### src/rtl/seg7_pkg.sv
// Shared definitions for seven-segment encode/decode blocks.
//   SEG7_HEX   : active-high {g..a} pattern for each hex digit 0..F
//   SEG7_BLANK : all segments off
//   state_e    : settle tracker states of the scan decoder
package seg7_pkg;
  localparam int DIGITS = 4;
  localparam int SEG_W  = 7;

  localparam logic [SEG_W-1:0]  SEG7_BLANK = 7'h00;
  localparam logic [DIGITS-1:0] SEL_IDLE   = '1;

  // Packed concatenation: leftmost entry is index 15 ("F").
  localparam logic [15:0][SEG_W-1:0] SEG7_HEX = {
    7'h71, 7'h79, 7'h5E, 7'h39, 7'h7C, 7'h77, 7'h6F, 7'h7F,
    7'h07, 7'h7D, 7'h6D, 7'h66, 7'h4F, 7'h5B, 7'h06, 7'h3F
  };

  typedef enum logic {SETTLE, HELD} state_e;
endpackage

### src/rtl/seg_scan_decoder_if.sv
// Scan-line / decoded-frame bundle for seg_scan_decoder.
//   digit_select, seg : scanned board lines (active-low), driven by master
//   digits, blank_mask, frame_valid, decode_error : decoded results from slave
interface seg_scan_decoder_if;
  import seg7_pkg::*;
  logic [DIGITS-1:0]   digit_select;
  logic [SEG_W-1:0]    seg;
  logic [4*DIGITS-1:0] digits;
  logic [DIGITS-1:0]   blank_mask;
  logic                frame_valid;
  logic                decode_error;

  modport master (output digit_select, seg,
                  input  digits, blank_mask, frame_valid, decode_error);
  modport slave  (input  digit_select, seg,
                  output digits, blank_mask, frame_valid, decode_error);
endinterface

### src/rtl/seg7_to_hex.sv
// Combinational seven-segment pattern to hex decoder.
//   pattern  : active-high {g..a}
//   nibble   : decoded value (0 when not a hex glyph)
//   is_blank : all segments off
//   is_valid : pattern is one of the 16 hex glyphs
module seg7_to_hex
  import seg7_pkg::*;
(
  input  logic [SEG_W-1:0] pattern,
  output logic [3:0]       nibble,
  output logic             is_blank,
  output logic             is_valid
);
  always_comb begin
    nibble   = 4'h0;
    is_valid = 1'b0;
    for (int i = 0; i < 16; i++) begin
      if (pattern == SEG7_HEX[i]) begin
        nibble   = 4'(i);
        is_valid = 1'b1;
      end
    end
    is_blank = (pattern == SEG7_BLANK);
  end
endmodule

### src/rtl/seg_scan_decoder.sv
// Receive-side decoder for a 4-digit multiplexed seven-segment scan.
// Waits for {digit_select, seg} to hold SETTLE_CYCLES samples, decodes the
// lit digit, and publishes a frame once all four digits have been seen.
//   clock, reset : rising-edge clock, async active-low reset
//   bus (slave)  : scan lines in, digits/blank_mask/frame_valid/decode_error out
module seg_scan_decoder
  import seg7_pkg::*;
#(
  parameter int SETTLE_CYCLES = 4
) (
  input  logic               clock,
  input  logic               reset,
  seg_scan_decoder_if.slave  bus
);
  localparam logic [7:0] SETTLE_W = 8'(SETTLE_CYCLES);

  state_e                  state_q, state_d;
  logic [7:0]              cnt_q, cnt_d;
  logic [DIGITS-1:0]       sel_q, sel_d;
  logic [SEG_W-1:0]        seg_q, seg_d;
  logic [DIGITS-1:0]       seen_q, seen_d;
  logic [DIGITS-1:0]       blank_sh_q, blank_sh_d;
  logic [DIGITS-1:0][3:0]  shadow_q, shadow_d;
  logic [4*DIGITS-1:0]     digits_q, digits_d;
  logic [DIGITS-1:0]       blank_mask_q, blank_mask_d;
  logic                    fv_q, fv_d;
  logic                    err_q, err_d;

  logic                    chg;
  logic                    capture;
  logic [SEG_W-1:0]        seg_ah;
  logic [3:0]              hex_nib;
  logic                    hex_blank, hex_valid;
  logic                    one_hot;
  logic [1:0]              idx;

  // The incoming pair is the "current sample"; the registered pair is the
  // previous one. Capturing on the incoming value gives the t+SETTLE-1 latency.
  assign chg    = {bus.digit_select, bus.seg} != {sel_q, seg_q};
  assign seg_ah = ~bus.seg;

  seg7_to_hex u_dec (
    .pattern  (seg_ah),
    .nibble   (hex_nib),
    .is_blank (hex_blank),
    .is_valid (hex_valid)
  );

  always_ff @(posedge clock or negedge reset) begin
    if (!reset) begin
      state_q      <= SETTLE;
      cnt_q        <= '0;
      sel_q        <= SEL_IDLE;
      seg_q        <= 7'h7F;
      seen_q       <= '0;
      blank_sh_q   <= '0;
      shadow_q     <= '0;
      digits_q     <= '0;
      blank_mask_q <= '0;
      fv_q         <= 1'b0;
      err_q        <= 1'b0;
    end else begin
      state_q      <= state_d;
      cnt_q        <= cnt_d;
      sel_q        <= sel_d;
      seg_q        <= seg_d;
      seen_q       <= seen_d;
      blank_sh_q   <= blank_sh_d;
      shadow_q     <= shadow_d;
      digits_q     <= digits_d;
      blank_mask_q <= blank_mask_d;
      fv_q         <= fv_d;
      err_q        <= err_d;
    end
  end

  // Settle tracker: next state, counter and capture strobe.
  always_comb begin
    state_d = state_q;
    cnt_d   = cnt_q;
    capture = 1'b0;
    case (state_q)
      SETTLE: begin
        if (chg) begin
          cnt_d = 8'd1;
        end else if (cnt_q + 8'd1 == SETTLE_W) begin
          cnt_d   = SETTLE_W;
          capture = 1'b1;
          state_d = HELD;
        end else begin
          cnt_d = cnt_q + 8'd1;
        end
      end
      HELD: begin
        // Held pattern is captured once; only a change re-arms the tracker.
        if (chg) begin
          cnt_d   = 8'd1;
          state_d = SETTLE;
        end
      end
      default: begin
        cnt_d   = '0;
        state_d = SETTLE;
      end
    endcase
  end

  // Capture classification and frame assembly.
  always_comb begin
    sel_d        = bus.digit_select;
    seg_d        = bus.seg;
    seen_d       = seen_q;
    blank_sh_d   = blank_sh_q;
    shadow_d     = shadow_q;
    digits_d     = digits_q;
    blank_mask_d = blank_mask_q;
    fv_d         = 1'b0;
    err_d        = 1'b0;

    one_hot = ($countones(~bus.digit_select) == 1);
    idx     = 2'd0;
    for (int i = 0; i < DIGITS; i++) begin
      if (!bus.digit_select[i]) idx = 2'(i);
    end

    if (capture && bus.digit_select != SEL_IDLE) begin
      if (!one_hot || !(hex_valid || hex_blank)) begin
        err_d = 1'b1;
      end else begin
        shadow_d[idx]   = hex_valid ? hex_nib : 4'h0;
        blank_sh_d[idx] = hex_blank;
        seen_d[idx]     = 1'b1;
        // Publish including this capture, and restart collection.
        if (seen_d == '1) begin
          digits_d     = shadow_d;
          blank_mask_d = blank_sh_d;
          fv_d         = 1'b1;
          seen_d       = '0;
        end
      end
    end
  end

  assign bus.digits       = digits_q;
  assign bus.blank_mask   = blank_mask_q;
  assign bus.frame_valid  = fv_q;
  assign bus.decode_error = err_q;
endmodule

### src/flat_wrapper.sv
// flat-port wrapper written by rule: the top's interface ports become plain ports
module seg_scan_decoder_flat import seg7_pkg::*;
#(
  parameter int SETTLE_CYCLES = 4
)
  (clock, reset, bus_digit_select, bus_seg, bus_digits, bus_blank_mask, bus_frame_valid, bus_decode_error);
  seg_scan_decoder_if bus_i ();
  input  logic clock;
  input  logic reset;
  input wire logic [$bits(bus_i.digit_select)-1:0] bus_digit_select;
  input wire logic [$bits(bus_i.seg)-1:0] bus_seg;
  output wire logic [$bits(bus_i.digits)-1:0] bus_digits;
  output wire logic [$bits(bus_i.blank_mask)-1:0] bus_blank_mask;
  output wire logic [$bits(bus_i.frame_valid)-1:0] bus_frame_valid;
  output wire logic [$bits(bus_i.decode_error)-1:0] bus_decode_error;
  assign bus_i.digit_select = bus_digit_select;
  assign bus_i.seg = bus_seg;
  assign bus_digits = bus_i.digits;
  assign bus_blank_mask = bus_i.blank_mask;
  assign bus_frame_valid = bus_i.frame_valid;
  assign bus_decode_error = bus_i.decode_error;
  seg_scan_decoder #(.SETTLE_CYCLES(SETTLE_CYCLES)) u_core (.clock(clock), .reset(reset), .bus(bus_i));
endmodule
### config.mk
export PLATFORM = sky130hd
export DESIGN_NAME = seg_scan_decoder_flat
export DESIGN_NICKNAME = d
export VERILOG_FILES = /design/src/rtl/seg7_pkg.sv /design/src/rtl/seg_scan_decoder_if.sv /design/src/rtl/seg7_to_hex.sv /design/src/rtl/seg_scan_decoder.sv /design/src/flat_wrapper.sv
export SDC_FILE = /design/constraint.sdc
export NUM_CORES = 1
export LEC_CHECK = 0
export CAP_MARGIN = 20
export CORE_MARGIN = 1
export CORE_UTILIZATION = 45
export DETAILED_ROUTE_END_ITERATION = 10
export HOLD_SLACK_MARGIN = 0.1
export PLACE_DENSITY = 0.71
export RECOVER_POWER = 50
export SYNTH_ARGS = -nofsm -noshare
export SYNTH_HDL_FRONTEND = slang
export SYNTH_SLANG_ARGS = --single-unit
### constraint.sdc
create_clock -name clock -period 3 [get_ports clock]
set_input_delay 0.75 -clock clock [delete_from_list [all_inputs] [get_ports clock]]
set_output_delay 0.75 -clock clock [all_outputs]
set_load 0.005 [all_outputs]
==> summary.txt, run 1 <==
Critical path
  – Crit Path Class: in2reg
  – Worst R2R Setup Slack: 0.63 ns
  – Slowest stage delay, CP: 0.48 ns
  – Worst r2r path cells: 8
  – Worst-path maximum fanout: 6
  – CP Cell Sequence: buf_6 -> buf_6 -> inv_12 -> ha_4 -> ha_4 -> fa_1 -> nor3b_4 -> o21ai_4 -> buf_4 -> or4_4 -> buf_6 -> mux2_4
  – Worst r2r src: u_core.seg_q[3]
  – Slowest cell on crit path: fa_1
  – CP Launch Type: primary input
  – Element type at the critical path end: flip-flop
  – Worst Path Required: 3.23 ns
  – Most frequent CP cell: buf_6
  – Critical Path AT: 3.18 ns
  – RR Endpoint: u_core.bus.digits[9]

Clock tree
  – Clock root buffer: clkbuf_8
  – Worst-Skew Late Latency: 0.34 ns
  – CTS tree: yes
  – Clk buf depth: 2
  – TritonCTS Buffers: 9
  – Clock Sinks: 66
  – Clock transition at the registers of the reported paths: 0.07 ns
  – H-tree Lvls: 3

Drt
  – Final wirelength: 8.01 mm
  – Via count: 2665
  – Drt pass-1 iters: 4
  – DRT antenna net count: 0
  – Residual DRC count: 0
  – Initial drt markers: 110
  – Vias per cell: 5.32
  – DR WL/cell: 16.0 microns

Floorplan
  – Starting Density: 46.9%
  – Core area: 0.00733 sq mm
  – Chip width: 89.4 microns
  – Placement row count: 31
  – # IOs: 35
  – Die Ht: 89.4 microns
  – Die footprint: 0.00799 sq mm

Global route
  – Total gr overflow: 0
  – GRT Total Usage: 22.2%
  – Largest net degree at the start of global routing: 26
  – First-pass GRT wire length: 13.0 mm
  – Vias in the first global route: 2616
  – Initial antenna violation count: 0

Cells and area
  – Share of layout cells above drive strength 1: 32.6%
  – Antenna diodes: 0
  – Fillers: 560
  – Nets: 418
  – P&R area growth vs syn: 35.6%
  – Final instance area: 0.00466 sq mm

Timing
  – Max Slew Vio Count: 0
  – Slew of the pin with the lowest slew margin: 1.38 ns
  – Setup violators final: 0
  – Setup tns final: 0 ns
  – Relative slew slack: 7.86%
  – Post-layout minimum cycle time: 2.95 ns
  – Max Freq: 0.339 GHz
  – Unrepaired setup endpoints after global routing: no
  – Fin crit share: 98.4%
  – Final worst setup slack: 0.0467 ns
  – WHS: 0.493 ns
  – Fin. Hold Viols: 0
  – Clk_skew: 0.0110 ns

Logic synthesis
  – Synth top cells by count: 55 x dfrtp_1, 26 x mux2_1, 20 x nor2_1
  – Synth top area share: 40.1%
  – Post-synthesis adder-cell area fraction: 3.13%
  – Post-Syn Instances: 304
  – Synth area leader: dfrtp_1
  – Yosys Warn Count: 0
  – Largest family of logic cells by synthesized area: multiplexers
  – XOR/XNOR share of the synthesized area: 4.85%
  – Simple-Gate Fraction of Synth Area: 16.0%
  – Synth Register Bits: 66
  – Mux contribution to synthesized area: 16.3%
  – Post-synth cell types: 53
  – Seq/Total Area, Yosys: 48.5%
  – Ranking of synthesized cells by area: dfrtp_1 40%, mux2_1 8.5%, dfstp_2 8.4%
  – Synth Flop Type: dfrtp_1
  – Most frequent cell after synthesis: dfrtp_1
  – Complex-gate fraction of the synthesized area: 7.61%
  – EDFF count, synth: 0
  – Syn_nets: 325
  – Syn Area/Cell: 11.3 sq um
  – Synth Cell Area: 0.00343 sq mm
  – Post-synthesis async set-or-reset flop share: 100%

Pwr
  – Comb pwr share: 11.3%
  – Largest vdd supply drop: 0.365 mV
  – LEAKAGE: 2.22 nW
  – Final Power: 1.95 mW
  – Reg power frac: 46.6%
  – Internal power: 1.47 mW
  – Sw Ratio: 24.6%
  – Pwr/cell area: 418 mW/mm^2
  – Clock power share: 42.2%
  – Sw Pwr: 0.478 mW

Worst hold path
  – Hold_sp: u_core.bus.blank_mask[1]
  – Worst hold path class: reg2reg
  – Hold Path Depth: 1
  – Hold worst-path end: u_core.bus.blank_mask[1]

Placement
  – Port Buf Inserts: 34
  – Pre-CTS setup slack: -0.806 ns
  – Final HPWL DP: 5.42 mm
  – DP Area: 0.00433 sq mm
  – GPL Wtd Cong: 0.830

Job
  – MaxCap Viol Count: 0

Outcome
  – Status: finished clean
-- kinds of logic (layout without fill, tap and decap cells) --
| family | Yosys count | count (layout) |
|---|---|---|
| mux | 48 | 48 |
| simple gates | 95 | 95 |
| buf+inv | 28 | 126 |
| flops | 66 | 66 |
| compound gates | 40 | 40 |
| xor+xnor | 19 | 19 |
| fa+ha+maj | 8 | 8 |
-- worst max-delay path by stage --
| stage | cells after the start | slack, ns | from | endpoint |
|---|---|---|---|---|
| floorplan | 9 | -0.13 | bus_digit_select[1] | u_core.shadow_q[0] |
| global placement | 10 | -0.77 | bus_digit_select[1] | u_core.shadow_q[3] |
| detailed placement | 10 | -0.81 | bus_digit_select[1] | u_core.shadow_q[2] |
| CTS | 13 | 0.005 | bus_digit_select[1] | u_core.bus.digits[14] |
| global route | 12 | 0.001 | bus_digit_select[1] | u_core.shadow_q[5] |
| finish | 12 | 0.05 | bus_digit_select[1] | u_core.shadow_q[5] |
-- flip-flops by register name, indices dropped and copies added, names as in the netlist --
name                     count
u_core.state_q               1
u_core.bus.digits           16
u_core.bus.blank_mask        4
u_core.cnt_q                 8
u_core.blank_sh_q            4
u_core.bus.frame_valid       1
u_core.bus.decode_error      1
u_core.seen_q                4
u_core.sel_q                 4
u_core.seg_q                 7
u_core.shadow_q             16
-- layer usage --
layer / up-vias / share of wire, % / track usage [%]
met5: - / 0 / 0
met4: 0 / 1.5 / 6.20
met3: 10 / 4.6 / 5.72
met2: 54 / 49 / 37.3
met1: 1345 / 45 / 28.3
li1: 1256 / - / -
-- layout make-up --
cell class	instances	area (sq um)	area share (%)
clock buffer	9	124	2.66
clock inverter	7	93.8	2.02
inverter	14	72.6	1.56
multi-input combinational	210	1750	37.5
sequential	66	1670	35.8
tap	99	124	2.66
timing repair buffer	96	831	17.8
-- worst max-delay path, delay by kind of cell --
kind / cells / cell delay, ns
buffers and inverters: 5 / 0.56
AND/OR/NAND/NOR: 2 / 0.67
AO/OA/AOI/OAI: 1 / 0.09
adder cells (fa/ha/maj): 3 / 0.82
multiplexers: 1 / 0.29
-- what timing repair did --
| item | 4_1_cts | 5_1_grt |
|---|---|---|
| pin swaps | 7 | 4 |
| resized for setup | 32 | 9 |
| cloned | 2 | 0 |
| setup buffers | 4 | 1 |
| endpoints found under the setup margin | 44 | 27 |
| hold buffers | 0 | 0 |
-- metrics by stage --
step                instances  utilization (%)
detailed placement        478             59.0
global placement          478             59.0
floorplan                 304                -
finish                    501             63.5
CTS                       500             63.6
global route              501             63.5
-- power groups by stage --
stage	Combinational, mW	Sequential, mW	Clock (mW)
after global routing	0.242	0.906	0.876
after global placement	0.216	0.922	0
after detailed placement	0.224	0.923	0
after floorplan	0.106	0.923	0
after CTS	0.226	0.906	0.832
final	0.219	0.906	0.820
-- layout by cell type (no fill, tap or decap), types with 4 or more instances in the layout --
cell type / netlist / routed
clkdlybuf4s50_1: 0 / 25
mux2_1: 26 / 18
xor2_1: 17 / 17
clkbuf_1: 2 / 10
dfrtp_1: 55 / 55
o21ai_0: 11 / 11
nor4bb_1: 4 / 4
nor3_1: 7 / 7
nor2_1: 20 / 20
nand4_1: 4 / 4
mux2_2: 6 / 6
clkbuf_8: 0 / 9
nand2_1: 16 / 16
ha_1: 7 / 4
inv_1: 13 / 10
mux2i_1: 8 / 8
buf_6: 0 / 6
mux2_4: 8 / 16
dfstp_2: 11 / 11
a21oi_1: 15 / 15
and3_1: 4 / 4
nand3_1: 12 / 11
buf_4: 1 / 47
Power figures use the tool's default switching activity.
==> inputs of run 2 (changes only) <==
--- a/config.mk
+++ b/config.mk
@@ -6,6 +6,7 @@
 export NUM_CORES = 1
 export LEC_CHECK = 0
 export CAP_MARGIN = 20
+export CORE_ASPECT_RATIO = 1.25
 export CORE_MARGIN = 1
 export CORE_UTILIZATION = 45
 export DETAILED_ROUTE_END_ITERATION = 10
==> run 2 against run 1 <==
  * Non-clock buffer count rose by 7
  * Combinational power is 6% higher
  * First-iteration DRC count up 10%
  * Global-route usage increased by 1.3 points
  * Critical path depth is 2 lower
  * Critical endpoint is now u_core.shadow_q[13]
  * Cell area is 1.2% higher
  * Highest routed layer unchanged
  * Hold slack better by 0.010 ns
  * Cell count stayed put
  * Count of clock-buffer cells in the layout grew 1
==> summary.txt, run 2 (synthesized netlist as in run 1, its figures left out) <==
Placement
  – GPL Wtd Cong: 0.804
  – Port Buf Inserts: 34
  – Pre-CTS setup slack: -0.834 ns
  – Final HPWL DP: 5.53 mm

Timing
  – Fin crit share: 99.5%
  – Post-layout minimum cycle time: 2.99 ns
  – Fin. Hold Viols: 0
  – Max Slew Vio Count: 0
  – Setup violators final: 0
  – Final worst setup slack: 0.0140 ns
  – Relative slew slack: 2.50%
  – Unrepaired setup endpoints after global routing: yes
  – Clk_skew: 0.0110 ns
  – Max Freq: 0.335 GHz
  – Slew of the pin with the lowest slew margin: 1.46 ns

Clock tree
  – Clock transition at the registers of the reported paths: 0.07 ns
  – Hold buffers post-CTS: 0
  – Clock Sinks: 66
  – Clock root buffer: clkbuf_8
  – TritonCTS Buffers: 9
  – Clk buf depth: 2
  – CTS tree: yes
  – H-tree Lvls: 3
  – Worst-Skew Late Latency: 0.34 ns

Global route
  – Initial antenna violation count: 0
  – First-pass GRT wire length: 14.0 mm
  – Vias in the first global route: 2848
  – Largest net degree at the start of global routing: 41
  – GRT Total Usage: 23.4%
  – Total gr overflow: 0

Drt
  – Final wirelength: 8.50 mm
  – Via count: 2661
  – Drt pass-1 iters: 4
  – Initial drt markers: 121
  – Residual DRC count: 0
  – DRT antenna net count: 0
  – DR WL/cell: 17.0 microns
  – Vias per cell: 5.31

Floorplan
  – Placement row count: 35
  – Die Ht: 99.7 microns
  – Starting Density: 46.4%
  – Core area: 0.00740 sq mm
  – Chip width: 80.1 microns
  – # IOs: 35
  – Die footprint: 0.00799 sq mm

Critical path
  – Critical Path AT: 3.21 ns
  – Worst Path Required: 3.22 ns
  – Worst-path maximum fanout: 5
  – WP depth: 10
  – Most frequent CP cell: buf_4
  – Slowest stage delay, CP: 0.52 ns
  – Cell family with most CP delay: buffers and inverters
  – Worst r2r path cells: 8
  – Worst R2R Setup Slack: 0.65 ns
  – CP Launch Type: primary input
  – Crit Path Class: in2reg
  – Slowest cell on crit path: clkdlybuf4s50_1
  – Element type at the critical path end: flip-flop
  – Buf/Inv on CP: 4
  – CP Cell Sequence: clkdlybuf4s50_1 -> buf_4 -> nor4bb_1 -> o31ai_1 -> nand3_1 -> buf_4 -> buf_4 -> nor2_1 -> nand4b_2 -> mux2_1

Pwr
  – LEAKAGE: 2.24 nW
  – Pwr/cell area: 421 mW/mm^2
  – Final Power: 1.98 mW
  – Largest vdd supply drop: 0.285 mV

Cells and area
  – Fillers: 590
  – Most common cell after layout, fill and taps aside: buf_4
  – P&R area growth vs syn: 37.2%
  – Antenna diodes: 0
  – Share of layout cells above drive strength 1: 36.9%
  – Nets: 425
  – Most frequent cells in the layout: 57 x buf_4, 55 x dfrtp_1, 28 x mux2_4

Job
  – MaxCap Viol Count: 0

Worst hold path
  – Hold Path Depth: 1
  – Worst hold path class: reg2reg

Outcome
  – Status: finished clean
-- run 2: final timing paths --
check,from,to
max in group asynchronous,reset,u_core.shadow_q[12]
setup / recovery,bus_seg[4],u_core.shadow_q[13]
hold / removal,u_core.shadow_q[11],u_core.shadow_q[11]
setup reg to reg,u_core.seg_q[3],u_core.bus.digits[15]
hold reg to reg,u_core.shadow_q[11],u_core.shadow_q[11]
min in group asynchronous,reset,u_core.cnt_q[2]
-- run 2: area by class of cell --
| cell class | instances | area, sq um | area share, % |
|---|---|---|---|
| Inverter | 14 | 72.6 | 1.54 |
| Multi-Input combinational cell | 210 | 1790 | 38.1 |
| Sequential cell | 66 | 1670 | 35.3 |
| Clock buffer | 10 | 138 | 2.92 |
| Clock inverter | 6 | 88.8 | 1.88 |
| Tap cell | 92 | 115 | 2.44 |
| Timing Repair Buffer | 103 | 840 | 17.8 |
-- run 2: through the flow --
| stage | instance area [sq um] | hold WS, ns | util [%] | cells | setup TNS (ns) |
|---|---|---|---|---|---|
| finish | 4710 | 0.503 | 63.7 | 501 | 0 |
| global route | 4710 | 0.528 | 63.7 | 501 | -0.216 |
| CTS | 4820 | 0.433 | 65.2 | 503 | -1.45 |
| detailed placement | 4340 | 0.474 | 58.6 | 474 | -28.33 |
| global placement | 4340 | 0.469 | 58.6 | 474 | -26.51 |
| floorplan | 3510 | 0.454 | - | 304 | -1.06 |
-- run 2: timing repair --
action | CTS | global route
endpoints found under the setup margin | 44 | 39
cloned | 3 | 0
buffers inserted | 10 | 3
pin swaps | 7 | 5
gates resized for setup | 45 | 8
-- run 2: report_power, final --
group	internal (mW)	total (mW)	switching [mW]	leakage (nW)
clock network	0.492	0.843	0.351	0.109
registers	0.903	0.906	0.00319	0.837
logic	0.107	0.233	0.126	1.29
-- run 2: layer usage --
| metal | vias up | part of all wire [%] | track usage [%] | wire (microns) |
|---|---|---|---|---|
| li1 | 1274 | - | - | - |
| met1 | 1314 | 42 | 28.6 | 3590 |
| met2 | 62 | 52 | 39.9 | 4450 |
| met3 | 11 | 3.6 | 4.04 | 310 |
| met4 | 0 | 1.8 | 11.1 | 149 |
| met5 | - | 0 | 0 | 0 |
==> inputs of run 3 (changes only) <==
--- a/config.mk
+++ b/config.mk
@@ -5,13 +5,14 @@
 export SDC_FILE = /design/constraint.sdc
 export NUM_CORES = 1
 export LEC_CHECK = 0
+export ABC_CLOCK_PERIOD_IN_PS = 3000
 export CAP_MARGIN = 20
 export CORE_ASPECT_RATIO = 1.25
 export CORE_MARGIN = 1
 export CORE_UTILIZATION = 45
 export DETAILED_ROUTE_END_ITERATION = 10
 export HOLD_SLACK_MARGIN = 0.1
-export PLACE_DENSITY = 0.71
+export PLACE_DENSITY_LB_ADDON = 0.15
 export RECOVER_POWER = 50
 export SYNTH_ARGS = -nofsm -noshare
 export SYNTH_HDL_FRONTEND = slang
==> run 3 against run 2 <==
  * The run now ends with max-capacitance violations, max-slew violations left
  * Sequential cell count did not move
  * Global-route usage decreased by 0.67 points
  * First-iteration DRC count fell by 4.1%
  * Critical endpoint is now u_core.shadow_q[6]
  * Largest cell class unchanged
  * Highest routed layer unchanged
==> summary.txt, run 3 (synthesized netlist as in run 1, its figures left out) <==
Outcome
  – Status: complete, but fails checks
  – Violated checks: max-capacitance violations, max-slew violations

Pwr
  – Largest vdd supply drop: 0.263 mV
  – Clock power share: 35.9%
  – Internal power: 1.30 mW
  – Sw Ratio: 26.3%
  – LEAKAGE: 2.24 nW
  – Reg power frac: 51.3%
  – Comb pwr share: 12.8%
  – Pwr/cell area: 374 mW/mm^2
  – Sw Pwr: 0.465 mW

Timing
  – Max Slew Vio Count: 30
  – Clk_skew: 0.0124 ns
  – Relative slew slack: -6.77%
  – Setup tns final: 0 ns
  – Post-layout minimum cycle time: 2.92 ns
  – Slew of the pin with the lowest slew margin: 1.60 ns
  – Fin. Hold Viols: 0
  – Fin crit share: 97.3%
  – WHS: 0.489 ns
  – Max Freq: 0.343 GHz
  – Final worst setup slack: 0.0819 ns
  – Unrepaired setup endpoints after global routing: no
  – Setup violators final: 0

Cells and area
  – Share of layout cells above drive strength 1: 36.8%
  – Antenna diodes: 0
  – Most frequent cells in the layout: 57 x buf_4, 55 x dfrtp_1, 25 x mux2_4, 25 x clkdlybuf4s50_1, 20 x nor2_1
  – Most common cell after layout, fill and taps aside: buf_4
  – Fin util: 63.8%
  – Final instance area: 0.00472 sq mm
  – Nets: 426
  – P&R area growth vs syn: 37.4%

Critical path
  – Worst R2R Setup Slack: 0.55 ns
  – Worst Path Required: 3.23 ns
  – Crit Path Class: in2reg
  – Worst r2r src: u_core.cnt_q[5]
  – CP Launch Type: primary input
  – RR Endpoint: u_core.bus.blank_mask[2]
  – Worst r2r path cells: 7
  – Critical Path AT: 3.15 ns
  – Worst-path maximum fanout: 6
  – Element type at the critical path end: flip-flop

Clock tree
  – TritonCTS Buffers: 9
  – Clock transition at the registers of the reported paths: 0.07 ns
  – Clock root buffer: clkbuf_8
  – Clk buf depth: 2
  – Worst-Skew Late Latency: 0.34 ns
  – H-tree Lvls: 3
  – CTS tree: yes
  – Clock Sinks: 66

Global route
  – Total gr overflow: 0
  – Vias in the first global route: 2841
  – First-pass GRT wire length: 13.6 mm
  – Initial antenna violation count: 0
  – Largest net degree at the start of global routing: 30
  – GRT Total Usage: 22.8%

Placement
  – Port Buf Inserts: 34
  – Pre-CTS setup slack: -0.844 ns
  – DP Area: 0.00437 sq mm
  – GPL Wtd Cong: 0.886
  – Final HPWL DP: 5.40 mm

Floorplan
  – Die footprint: 0.00799 sq mm
  – Core area: 0.00740 sq mm
  – Chip width: 80.1 microns
  – Die Ht: 99.7 microns
  – Starting Density: 46.4%
  – Placement row count: 35
  – # IOs: 35

Drt
  – Final wirelength: 8.03 mm
  – Residual DRC count: 0
  – Via count: 2643
  – Drt pass-1 iters: 4
  – Initial drt markers: 116
  – DR WL/cell: 16.0 microns
  – DRT antenna net count: 0
  – Vias per cell: 5.26

Worst hold path
  – Hold_sp: u_core.bus.digits[7]
  – Hold worst-path end: u_core.bus.digits[7]
  – Worst hold path class: reg2reg
  – Hold Path Depth: 1

Job
  – MaxCap Viol Count: 1
==> run 3: changes by cell type in the layout (fill, tap and decap cells not counted), sizes merged, moves of 2 or more <==
| cell | previous run | this run |
|---|---|---|
| dlygate4sd2 | 0 | 2 |
| buf | 68 | 66 |
| clkinvlp | 2 | 0 |
| clkinv | 1 | 7 |
| bufinv | 2 | 0 |
| inv | 15 | 13 |
==> run 3: worst max path at each step <==
stage	startpoint	end	slack (ns)	cells after the start
floorplan	bus_digit_select[1]	u_core.shadow_q[0]	-0.13	9
global placement	bus_digit_select[1]	u_core.shadow_q[0]	-0.82	10
detailed placement	bus_digit_select[1]	u_core.shadow_q[2]	-0.84	10
CTS	bus_digit_select[1]	u_core.bus.digits[15]	-0.13	13
global route	bus_seg[4]	u_core.shadow_q[13]	0.004	10
finish	bus_digit_select[1]	u_core.shadow_q[6]	0.08	11
==> run 3: worst max-delay path: stages <==
cell and delay, ns:
buf_8 0.10, inv_12 0.03, ha_4 0.23, ha_4 0.15, fa_1 0.49, nor3b_4 0.27
o21ai_4 0.11, buf_4 0.15, or4_4 0.42, buf_6 0.16, mux2_4 0.29
==> run 3: repair_timing <==
action	CTS	global route
pin swaps	8	7
hold buffers	0	0
setup buffers	8	0
setup endpoints to repair	44	43
gates resized for setup	47	17
gates cloned	1	1
==> run 3: per-stage QoR <==
step / cells / power [mW]
3_5_place_dp: 478 / 1.15
2_1_floorplan: 304 / 1.03
4_1_cts: 503 / 1.78
5_1_grt: 502 / 1.84
3_3_place_gp: 478 / 1.15
6_report: 502 / 1.77
==> run 3: power groups by stage <==
stage,sequential [mW],combinational (mW),clock (mW)
CTS,0.906,0.232,0.646
floorplan,0.923,0.106,0
detailed placement,0.923,0.228,0
global placement,0.922,0.224,0
finish,0.906,0.226,0.635
global route,0.907,0.253,0.685
==> run 3: final cells by class <==
type,count,area (sq um)
Tap cell,92,115
Inverter,14,72.6
Fill cell,612,2680
Clock inverter,6,33.8
Timing Repair Buffer,104,898
Clock buffer,10,128
Multi-Input combinational cell,210,1810
Sequential cell,66,1670
==> run 3: layer usage <==
metal  global-route usage, %  wire length, microns  part of all wire [%]
met4                    12.0                   240                   3.0
met5                       0                     0                     0
met2                    38.1                  3940                    49
met1                    28.3                  3600                    45
met3                    3.12                   253                   3.1
